$ cat config.mk
export PLATFORM = sky130hd
export DESIGN_NAME = perceptron_window_activation_flat
export DESIGN_NICKNAME = d
export VERILOG_FILES = /design/src/rtl/perceptron_window_activation_if.sv /design/src/rtl/perceptron_window_activation.sv /design/src/flat_wrapper.sv
export SDC_FILE = /design/constraint.sdc
export NUM_CORES = 1
export LEC_CHECK = 0
export ABC_AREA = 1
export BUFFER_PORTS_ARGS = -buffer_cell sky130_fd_sc_hd__buf_4
export CAP_MARGIN = 15
export CORE_MARGIN = 2
export CORE_UTILIZATION = 25
export DETAILED_ROUTE_END_ITERATION = 8
export PLACE_DENSITY = 0.41
export SLEW_MARGIN = 20
export SYNTH_ARGS = -nofsm -noshare
export SYNTH_HDL_FRONTEND = slang
export SYNTH_SLANG_ARGS = --single-unit
$ cat constraint.sdc
create_clock -name clk -period 8.5 [get_ports clk]
set_clock_uncertainty 0.1 [all_clocks]
set_input_delay 1.7 -clock clk [delete_from_list [all_inputs] [get_ports clk]]
set_output_delay 1.7 -clock clk [all_outputs]
set_load 0.05 [all_outputs]
$ cat src/rtl/perceptron_window_activation_if.sv
// rtl/perceptron_window_activation_if.sv - sample input and decision output handshakes
interface perceptron_window_activation_if;
    logic [3:0] sum_in;
    logic       sum_valid;
    logic       sum_ready;
    logic [7:0] acc_out;
    logic       fire;
    logic       out_valid;
    logic       out_ready;

    modport master (
        output sum_in, sum_valid, out_ready,
        input  sum_ready, acc_out, fire, out_valid
    );

    modport slave (
        input  sum_in, sum_valid, out_ready,
        output sum_ready, acc_out, fire, out_valid
    );
endinterface

$ cat src/rtl/perceptron_window_activation.sv
// rtl/perceptron_window_activation.sv - saturating window accumulator with threshold decision
module perceptron_window_activation #(
    parameter int                 WINDOW      = 4,
    parameter logic signed [7:0]  THRESH_INIT = 8'sd0
) (
    input  logic                            clk,
    input  logic                            reset,
    perceptron_window_activation_if.slave   bus,
    input  logic [7:0]                      thresh_in,
    input  logic                            thresh_load,
    output logic                            busy
);
    localparam int              CW  = $clog2(WINDOW + 1);
    localparam logic [CW-1:0]   WIN = CW'(WINDOW);

    typedef enum logic [1:0] {IDLE, ACCUM, OUT} state_t;

    state_t             state;
    logic signed [7:0]  acc;
    logic signed [7:0]  threshold;
    logic signed [7:0]  acc_out_r;
    logic               fire_r;
    logic               out_valid_r;
    logic [CW-1:0]      count;

    logic               accept;
    logic               last;
    logic [7:0]         base;
    logic [8:0]         wide;
    logic signed [7:0]  next_acc;

    // A new window starts from zero, so IDLE simply uses a zero base.
    always_comb begin
        accept = bus.sum_valid && (state != OUT);
        base   = (state == IDLE) ? 8'h00 : acc;
        wide   = {base[7], base} + {{5{bus.sum_in[3]}}, bus.sum_in};
        if (wide[8] != wide[7]) begin
            next_acc = wide[8] ? 8'sh80 : 8'sh7f;
        end else begin
            next_acc = wide[7:0];
        end
        last = (count + CW'(1)) == WIN;
    end

    always_ff @(posedge clk) begin
        if (reset) begin
            state       <= IDLE;
            acc         <= '0;
            count       <= '0;
            threshold   <= THRESH_INIT;
            acc_out_r   <= '0;
            fire_r      <= 1'b0;
            out_valid_r <= 1'b0;
        end else begin
            if (thresh_load) begin
                threshold <= thresh_in;
            end
            case (state)
                IDLE, ACCUM: begin
                    if (accept) begin
                        acc   <= next_acc;
                        count <= count + CW'(1);
                        // Compare sees the pre-edge threshold even if a load lands now.
                        if (last) begin
                            acc_out_r   <= next_acc;
                            fire_r      <= next_acc >= threshold;
                            out_valid_r <= 1'b1;
                            state       <= OUT;
                        end else begin
                            state <= ACCUM;
                        end
                    end
                end
                OUT: begin
                    if (bus.out_ready) begin
                        out_valid_r <= 1'b0;
                        acc         <= '0;
                        count       <= '0;
                        state       <= IDLE;
                    end
                end
                default: state <= IDLE;
            endcase
        end
    end

    assign bus.sum_ready = (state != OUT);
    assign bus.acc_out   = acc_out_r;
    assign bus.fire      = fire_r;
    assign bus.out_valid = out_valid_r;
    assign busy          = (state == ACCUM) || (state == OUT);
endmodule

$ cat src/flat_wrapper.sv
// flat-port wrapper written by rule: the top's interface ports become plain ports
module perceptron_window_activation_flat 
#(
    parameter int                 WINDOW      = 4,
    parameter logic signed [7:0]  THRESH_INIT = 8'sd0
)
  (clk, reset, thresh_in, thresh_load, busy, bus_sum_in, bus_sum_valid, bus_out_ready, bus_sum_ready, bus_acc_out, bus_fire, bus_out_valid);
  perceptron_window_activation_if bus_i ();
  input  logic clk;
  input  logic reset;
  input  logic [7:0] thresh_in;
  input  logic thresh_load;
  output logic busy;
  input wire logic [$bits(bus_i.sum_in)-1:0] bus_sum_in;
  input wire logic [$bits(bus_i.sum_valid)-1:0] bus_sum_valid;
  input wire logic [$bits(bus_i.out_ready)-1:0] bus_out_ready;
  output wire logic [$bits(bus_i.sum_ready)-1:0] bus_sum_ready;
  output wire logic [$bits(bus_i.acc_out)-1:0] bus_acc_out;
  output wire logic [$bits(bus_i.fire)-1:0] bus_fire;
  output wire logic [$bits(bus_i.out_valid)-1:0] bus_out_valid;
  assign bus_i.sum_in = bus_sum_in;
  assign bus_i.sum_valid = bus_sum_valid;
  assign bus_i.out_ready = bus_out_ready;
  assign bus_sum_ready = bus_i.sum_ready;
  assign bus_acc_out = bus_i.acc_out;
  assign bus_fire = bus_i.fire;
  assign bus_out_valid = bus_i.out_valid;
  perceptron_window_activation #(.WINDOW(WINDOW), .THRESH_INIT(THRESH_INIT)) u_core (.clk(clk), .reset(reset), .bus(bus_i), .thresh_in(thresh_in), .thresh_load(thresh_load), .busy(busy));
endmodule
* Yosys cells after proc, flatten, opt, wreduce, memory -nomap -nowiden
Index checks and enable logic that the tools add are counted.
Word-level totals: flip-flop bits (word level) 31, bits of input ports 17
Operators by class: $add $sub $neg 2, $lt $le $gt $ge 1, equality and inequality tests 8, mux-type cells 17, reductions and logical operators 9
Operators with widths (number):
- $mux 8 | 5
- $pmux 8 s2 | 1
- $add 8x4->9 | 1
- $ge 8x8->1 | 1
- $mux 2 | 3
- $mux 3 | 2
- $pmux 3 s2 | 1
- $reduce_and 3->1 | 2
- $ne 2x1->1 const B | 2
- $ne 2x2->1 const B | 2
- $pmux 2 s2 | 1
- $reduce_and 4->1 | 1
- $add 3x1->3 const B | 1
- $eq 3x3->1 const B | 1
- $mux 1 | 3
- $eq 2x1->1 const B | 1
- $eq 2x2->1 const B | 1
- $logic_not 2->1 | 1
- $pmux 1 s2 | 1
- $reduce_and 2->1 | 1
- $reduce_bool 2->1 | 1
- $reduce_or 2->1 | 1
- $logic_and 1x1->1 | 1
- $logic_or 1x1->1 | 1
- $ne 1x1->1 | 1

* Depth between registers and ports, before layout
Gate-level depths: netlist (run 1).
word-level depth 7, mapped depth 29, gate-level depth less buffers 27

* Worst setup path after synthesis (run 1)
OpenSTA, ideal clock, no wires.
path type input to register, start in bus_sum_in[0], end reg u_core.fire_r, in the netlist u_core.bus.fire, library setup time 0.109 ns, arrival time 3.915 ns, data required time 8.291 ns, slack 4.376 ns, stages on the path 22, buffers on the path 1, cell sequence ha_1 > inv_1 > fa_1 > inv_1 > nand2_1 > nand2_1 > nand3_1 > nand2_1 > nand2_1 > nand2_2 > nand2_2 > buf_6 > nand2_1 > inv_1 > ha_1 > inv_1 > nor3_1 > nand2_1 > nand3_1 > nand4_1 > nand2_1 > inv_1
Between the ends: word-level cells in the longest chain between the ends 4, elaborated cells on any way between the ends 5
Ends and longest elaborated chain:
- start, declared | line flat_wrapper.sv:14 | input wire logic [$bits(bus_i.sum_in)-1:0] bus_sum_in;
- $add 8x4->9 (*) | line perceptron_window_activation.sv:36 | wide = {base[7], base} + {{5{bus.sum_in[3]}}, bus.sum_in};
- $mux 8 / $ne 1x1->1 (equally long branches) | line perceptron_window_activation.sv:38, perceptron_window_activation.sv:37
- $mux 8 (*) | line perceptron_window_activation.sv:37 | if (wide[8] != wide[7]) begin
- via u_core.next_acc[7] | line perceptron_window_activation.sv:30 | logic signed [7:0] next_acc;
- $ge 8x8->1 (*) | line perceptron_window_activation.sv:66 | fire_r <= next_acc >= threshold;
- end signal, assigned | line perceptron_window_activation.sv:66
- end, declared | line perceptron_window_activation.sv:22 | logic fire_r;
Mark *: on every way through the listed nets, which the timed path passes. The rest lies on a longest branch. A chain may end at the register's enable or synchronous reset.

* Worst setup path in the final report (run 1)
Ends and elaborated chain as after synthesis.

==> impl_results.md, run 1 <==
* Power share of the sequential group at 0.260
* Core Box Area at 8130 um^2
* Startpoint Class: input port
* Max_cap viols at 0
* #FFs+latches synth at 31
* Final setup violation count at 0
* Total global routing overflow at 0
* Post-route minimum period at 4230 ps
* DRT iter0 DRCs at 65
* Final Hold Fails at 0
* Syn_nets at 334
* # fillers at 906
* Post-synthesis cell type count at 33
* ANT cells at 0
* Clk sinks at 31
* IO buf count at 28
* Period utilization at 0.498
* Mapped Area at 2070 um^2
* Worst-margin pin slew at 537 ps
* Relative slew slack at 0.642
* CTS clk-pin slew, worst paths at 70 ps
* Most common cell after layout, fill and taps aside: nand2_1
* Ports at 29
* Root buffer cell: clkbuf_8
* Initial antenna violation count at 0
* Ys flop type: dfxtp_1
* Share of post-route cells with drive strength above 1 at 0.168
* Hold Crit Class: reg -> reg
* Logic gate share of total power at 0.608
* Hold path cells at 2
* Clock buffer depth at 2
* Worst-path fanout max at 7
* PostCTS Resize Cnt at 0
* Avg Synthesized Cell Area at 7.02 um^2
* Area of placed instances at 2340 um^2
* Largest net degree at the start of global routing at 19
* CTS H-tree lvls at 2
* PD cells at 355 nW/um^2
* Power Internal at 0.000425 W
* Dpl hpwl at 3670 um
* First-pass GRT wire length at 7960 um
* Placer Congestion at 0.777
* Clock network fraction of total power at 0.132
* Height of the chip at 95.0 um
* Pwr Total at 0.000861 W
* Hold path start: u_core.acc[1]
* Row cnt at 33
* Critical Path AT at 4320 ps
* Routed via count at 1,785
* Die span in x at 95.0 um
* Layout Cells excl Fill at 427
* Detail Route Antenna Nets at 0
* Depth of the worst register-to-register path at 24
* Cell count after synthesis at 295
* Worst setup path class: in -> reg
* DIE AREA at 9030 um^2
* Maximum vdd drop at 0.000193 V
* Synth warn at 0
* Hold Buf Count CTS at 0
* Number of global-route vias before repair at 1,694
* Critical R2R Launch: u_core.state[0]
* Crit path capture type: flop
* All-Layer GR Usage at 0.114
* R2R setup slack at 4820 ps
* Fmax at 0.236 GHz
* Min-Delay Endpoint: u_core.acc[1]
* # DRC at 0
* Crit path launch: bus_sum_in[0]
* Final nets at 360
* Area delta synth->final at 17.0%
* Psw at 0.000436 W
* Status: completed
* Asr flop ratio synth at 0
* Sw Share at 0.506
* Post-layout instance area at 2420 um^2
* Routed WL per cell at 11.0 um
* WL final at 4680 um
* Vias/cell at 4.18
* Final setup TNS at 0 ps
* Required @ worst endpoint at 8590 ps
* Total CTS buffers at 5
* Number of synthesized flops with an enable pin at 0
* Setup Buffers After CTS at 0
* Worst reg2reg endpoint: u_core.bus.fire
* Final Max Tran Viols at 0
* P_leak at 1.22 nW
* RSZ-0062 raised after global routing: false
* CTS tree: done
* Post-Place Cells at 419
* Commonest cells after routing, fill and taps aside: nand2_1 (76), inv_1 (50), dfxtp_1 (31), a21oi_1 (28), buf_4 (28)
* DRT Pass-1 Iters at 4
* Register area share after synthesis at 0.300
* Initial core utilization at 0.255
* Skew-Pair Late Insertion Delay at 280 ps
-- sequential cells by signal, summed over array words and instances (netlist names) --
register              count
u_core.count              3
u_core.threshold          8
u_core.state              2
u_core.bus.fire           1
u_core.acc                8
u_core.bus.acc_out        8
u_core.bus.out_valid      1
-- kinds of logic after synthesis --
family	share of synthesized area
simple gates	0.251
buf+inv	0.132
compound gates	0.160
flops	0.300
fa+ha+maj	0.137
xor+xnor	0.0211
-- power by group through the flow --
stage | combinational [W] | clock [W] | sequential (W)
floorplan | 0.000362 | 0 | 0.000292
global placement | 0.000534 | 0 | 0.000229
detailed placement | 0.000530 | 0 | 0.000229
CTS | 0.000533 | 0.000119 | 0.000226
global route | 0.000588 | 0.000126 | 0.000232
finish | 0.000523 | 0.000114 | 0.000224
-- through the flow --
| stage | utilization | setup slack, ps | hold WS [ps] |
|---|---|---|---|
| after CTS | 0.298 | 4240 | 367 |
| after floorplan | - | 4380 | 335 |
| after detailed placement | 0.287 | 3930 | 358 |
| after global routing | 0.298 | 3950 | 391 |
| after global placement | 0.287 | 3960 | 358 |
| final | 0.298 | 4270 | 365 |
-- Yosys cell counts, drive strengths merged (2+ instances only) --
cell type,count,area share
nand2,78,0.14
inv,53,0.096
a21oi,31,0.080
dfxtp,31,0.30
nor2,25,0.056
ha,21,0.13
o21ai,19,0.059
nand3,11,0.027
buf,6,0.030
xnor2,4,0.017
clkbuf,3,0.0054
nand4,3,0.0091
o211ai,2,0.016
or2,2,0.0073
-- worst max-delay path: stages --
cell     delay (ps)
buf_4            80
ha_1            150
inv_1            50
fa_1            390
inv_1            70
nand2_1          40
nand2_1         100
nand3_1         110
nand3_1         100
nand2_1          70
nand2_1         190
nand2_1         140
nand2_1         130
inv_1            50
ha_1            260
inv_1            40
nor3_1          260
nand2_1         110
nand3_1          90
nand4_1          80
nand2_1          70
inv_1            30
-- worst max path at each step --
stage                      end  depth (start not counted)
2_1_floorplan  u_core.bus.fire                         22
3_3_place_gp   u_core.bus.fire                         22
3_5_place_dp   u_core.bus.fire                         22
4_1_cts        u_core.bus.fire                         22
5_1_grt        u_core.bus.fire                         22
6_report       u_core.bus.fire                         22
-- routing by layer --
metal	global-route usage	wire length [um]	share of wire
met4	0.0435	76	0.016
met5	0	0	0
met2	0.184	2090	0.45
met3	0.0229	145	0.031
met1	0.150	2370	0.51
-- cell type report --
type                            instances  area (um^2)  share of cell area
Clock buffer                            6         72.6              0.0299
Clock inverter                          2         12.5             0.00516
Inverter                               53          199              0.0821
Multi-Input combinational cell        202         1180               0.486
Sequential cell                        31          621               0.256
Tap cell                              105          131              0.0542
Timing Repair Buffer                   28          210              0.0867
No activity file was read; power rests on OpenSTA's default activity.
==> run 2: changes to the inputs <==
--- a/config.mk
+++ b/config.mk
@@ -5,7 +5,7 @@
 export SDC_FILE = /design/constraint.sdc
 export NUM_CORES = 1
 export LEC_CHECK = 0
-export ABC_AREA = 1
+export ABC_AREA = 0
 export BUFFER_PORTS_ARGS = -buffer_cell sky130_fd_sc_hd__buf_4
 export CAP_MARGIN = 15
 export CORE_MARGIN = 2
==> constraint.sdc (replaced) <==
create_clock -name clk -period 4.25 [get_ports clk]
set_clock_uncertainty 0.1 [all_clocks]
set_input_delay 0.85 -clock clk [delete_from_list [all_inputs] [get_ports clk]]
set_output_delay 0.85 -clock clk [all_outputs]
set_load 0.05 [all_outputs]
==> run 2 against run 1 <==
Critical path depth shrank 6. Critical endpoint unchanged. Routed wire length increased by 11%. Clock power grew to 2.5 times the previous value. Global-route usage is 1.1 points higher.
==> impl_results.md, run 2 <==
* Status: completed (unchanged)
* Psw at 0.000234 W (was 0.000436 W)
* Number of global-route vias before repair at 1,792 (was 1,694)
* Skew-Pair Late Insertion Delay at 290 ps (was 280 ps)
* Power Internal at 0.000570 W (was 0.000425 W)
* Commonest cells in the netlist: nor2_1 (32), dfxtp_1 (31), ha_1 (21), inv_1 (21), nand2_1 (13) (was nand2_1 (76), inv_1 (50), dfxtp_1 (31))
* Total CTS buffers at 5 (unchanged)
* Final Hold Fails at 0 (unchanged)
* Clk sinks at 31 (unchanged)
* PD cells at 316 nW/um^2 (was 355 nW/um^2)
* DRT iter0 DRCs at 65 (unchanged)
* First-pass GRT wire length at 8830 um (was 7960 um)
* Vias/cell at 4.78 (was 4.18)
* Depth of the worst register-to-register path at 16 (was 24)
* CTS clk-pin slew, worst paths at 70 ps (about the same)
* Mapped Area at 2110 um^2 (was 2070 um^2)
* Sw Share at 0.291 (was 0.506)
* Min-Delay Endpoint: u_core.acc[6] (was u_core.acc[1])
* Hold path cells at 1 (was 2)
* Logic gate share of total power at 0.250 (was 0.608)
* Yosys top cell area share at 0.293 (was 0.300)
* Avg Synthesized Cell Area at 8.63 um^2 (was 7.02 um^2)
* Hold Buf Count CTS at 0 (unchanged)
* Crit-path cells: inv_1, ha_1, buf_4, nand2b_1, inv_1, ha_1, a211oi_1, or3_1, a22oi_2, a221oi_2, ha_1, nand2b_1, a21o_1, a21oi_1, a2bb2oi_1, a311oi_1 (was buf_4, ha_1, inv_1, fa_1, inv_1, nand2_1, nand2_1, nand3_1, nand3_1, nand2_1, nand2_1, nand2_1, nand2_1, inv_1, ha_1, inv_1, nor3_1, nand2_1, nand3_1, nand4_1, nand2_1, inv_1)
* Worst setup path class: reg -> reg (was in -> reg)
* Slowest-stage cell, CP: a211oi_1 (was fa_1)
* Buf+Inv Stages, Crit Path at 3 (was 6)
* Met2 Use GR at 0.183 (was 0.184)
* Pwr Total at 0.000804 W (was 0.000861 W)
* Final nets at 314 (was 360)
* DIE AREA at 9210 um^2 (was 9030 um^2)
* CP top delay family: compound AO/OA/AOI/OAI gates (was simple AND/OR/NAND/NOR gates)
* Critical Path AT at 3920 ps (was 4320 ps)
* Post-layout instance area at 2550 um^2 (was 2420 um^2)
* Total global routing overflow at 0 (unchanged)
* Relative slew slack at 0.614 (was 0.642)
* Hold Crit Class: reg -> reg (unchanged)
* Post-synth top area cell: dfxtp_1 (unchanged)
* M3 GR Usage at 0.0290 (was 0.0229)
* Largest net degree at the start of global routing at 28 (was 19)
* Detail Route Antenna Nets at 0 (unchanged)
* Share of post-route cells with drive strength above 1 at 0.193 (was 0.168)
* Synth Area in Simple Gates at 0.189 (was 0.251)
* DRT Pass-1 Iters at 4 (unchanged)
* Placer Congestion at 0.793 (was 0.777)
* Cell count after synthesis at 245 (was 295)
* Post-synthesis cell type count at 55 (was 33)
* PostCTS Resize Cnt at 0 (unchanged)
* All-Layer GR Usage at 0.125 (was 0.114)
* Number of synthesized flops with an enable pin at 0 (unchanged)
* IO buf count at 28 (unchanged)
* Die span in x at 96.0 um (was 95.0 um)
* Maximum vdd drop at 0.000171 V (was 0.000193 V)
* Final Max Tran Viols at 0 (unchanged)
* WL final at 5180 um (was 4680 um)
* CTS H-tree lvls at 2 (unchanged)
* GR peak layer: met2 (unchanged)
* Period utilization at 0.909
* Max stage delay on crit path at 380 ps (was 390 ps)
* Most common cell after layout, fill and taps aside: buf_4 (was nand2_1)
* Met1 Use GR at 0.181 (was 0.150)
* Mux cell area share after synthesis at 0.0479 (was 0)
* Register area share after synthesis at 0.293 (was 0.300)
* Final setup violation count at 0 (unchanged)
* Crit path capture type: flop (unchanged)
* Ports at 29 (unchanged)
* Clock buffer depth at 2 (unchanged)
* Core Box Area at 8220 um^2 (was 8130 um^2)
* Area of placed instances at 2440 um^2 (was 2340 um^2)
* Commonest cells after routing, fill and taps aside: buf_4 (33), nor2_1 (32), dfxtp_1 (31), inv_1 (21), ha_1 (21) (was nand2_1 (76), inv_1 (50), dfxtp_1 (31), a21oi_1 (28), buf_4 (28))
* # DRC at 0 (unchanged)
* Syn_nets at 284 (was 334)
* R2R setup slack at 390 ps (was 4820 ps)
* Largest cells by area after synthesis: dfxtp_1 (29%), ha_1 (12%), nor2_1 (5.7%), mux2i_1 (4.3%), inv_1 (3.7%) (was dfxtp_1 (30%), nand2_1 (14%), ha_1 (13%), inv_1 (9.1%), a21oi_1 (6.8%))
* Ys flop type: dfxtp_1 (unchanged)
* Post-synthesis compound-gate area fraction at 0.257 (was 0.160)
* ANT cells at 0 (unchanged)
* Final setup TNS at 0 ps (unchanged)
* CTS tree: done (unchanged)
* Most used cell, CP: ha_1 (was nand2_1)
* Synth warn at 0 (unchanged)
* # fillers at 878 (was 906)
* RSZ-0062 raised after global routing: false (unchanged)
* Synth Area in XOR/XNOR at 0.0166 (was 0.0211)
* Asr flop ratio synth at 0 (unchanged)
* Setup Buffers After CTS at 0 (unchanged)
* Critical R2R Launch: u_core.state[0] (unchanged)
* Most frequent cell after synthesis: nor2_1 (was nand2_1)
* Minimum hold slack at 360 ps (was 365 ps)
* Hold path start: u_core.acc[6] (was u_core.acc[1])
* Max_cap viols at 0 (unchanged)
* Required @ worst endpoint at 4310 ps (was 8590 ps)
* Initial antenna violation count at 0 (unchanged)
* Worst reg2reg endpoint: u_core.bus.fire (unchanged)
* Initial core utilization at 0.257 (was 0.255)
* #FFs+latches synth at 31 (unchanged)
* Worst-margin pin slew at 572 ps (was 537 ps)
* Area delta synth->final at 20.5% (was 17.0%)
* Height of the chip at 96.0 um (was 95.0 um)
* Power share of the sequential group at 0.392 (was 0.260)
* P_leak at 1.11 nW (was 1.22 nW)
* Fin util at 0.310 (was 0.298)
* Synth Area in Adders at 0.134 (was 0.137)
* Post-route minimum period at 3860 ps
* Root buffer cell: clkbuf_8 (unchanged)
* Routed via count at 1,817 (was 1,785)
* Dpl hpwl at 4000 um (was 3670 um)
* Fmax at 0.259 GHz
* Largest family of logic cells by synthesized area: compound AO/OA/AOI/OAI gates (was simple AND/OR/NAND/NOR gates)
* Startpoint Class: flop (was input port)
* Row cnt at 33 (unchanged)
* Worst-path fanout max at 9 (was 7)
* Routed WL per cell at 13.6 um (was 11.0 um)
* Clock network fraction of total power at 0.358 (was 0.132)
run 2: cell count changes after synthesis, sizes merged, moves of 5 or more:
cell | before | now
a311oi | 0 | 8
a21o | 0 | 5
mux2i | 0 | 9
inv | 53 | 22
nor2 | 25 | 32
a21oi | 31 | 9
nand2 | 78 | 13
a211oi | 0 | 5
nor2b | 0 | 9
o21ai | 19 | 6
a211o | 0 | 5
run 2: worst max path at each step:
stage / startpoint / end / slack (ps) / depth (start not counted)
2_1_floorplan: bus_sum_in[0] / u_core.bus.fire / 680 / 14
3_3_place_gp: bus_sum_in[3] / u_core.bus.fire / 310 / 12
3_5_place_dp: bus_sum_in[3] / u_core.bus.fire / 300 / 12
4_1_cts: u_core.state[0] / u_core.bus.fire / 310 / 16
5_1_grt: u_core.state[0] / u_core.bus.fire / 50 / 16
6_report: u_core.state[0] / u_core.bus.fire / 390 / 16
run 2: layer usage:
metal / vias to the layer above / wire (um)
met2: 25 / 2220
met3: 6 / 149
li1: 950 / -
met1: 836 / 2740
met4: 0 / 68
met5: - / 0
run 2: cell families after synthesis:
family          count (synthesis)
flops                          31
fa+ha+maj                      22
buf+inv                        32
simple gates                   79
compound gates                 67
xor+xnor                        4
mux                            10
run 2: stage by stage:
step           setup slack (ps)  cells
3_5_place_dp                296    373
6_report                    389    380
2_1_floorplan               679    245
3_3_place_gp                312    373
5_1_grt                    53.4    380
4_1_cts                     309    380
run 2: area by class of cell:
| class | count | area, um^2 | area share |
|---|---|---|---|
| multi-input cells | 182 | 1360 | 0.535 |
| flip-flops and latches | 31 | 621 | 0.244 |
| inverters | 22 | 82.6 | 0.0324 |
| repair buffers | 33 | 248 | 0.0972 |
| well taps | 105 | 131 | 0.0516 |
| clock inverters | 1 | 30.0 | 0.0118 |
| clock buffers | 6 | 72.6 | 0.0285 |
run 2: power groups by stage:
| stage | registers, W | clock network (W) | logic, W |
|---|---|---|---|
| CTS | 0.000315 | 0.000300 | 0.000204 |
| floorplan | 0.000319 | 0 | 0.000148 |
| detailed placement | 0.000322 | 0 | 0.000202 |
| global placement | 0.000322 | 0 | 0.000203 |
| finish | 0.000315 | 0.000288 | 0.000201 |
| global route | 0.000318 | 0.000312 | 0.000229 |
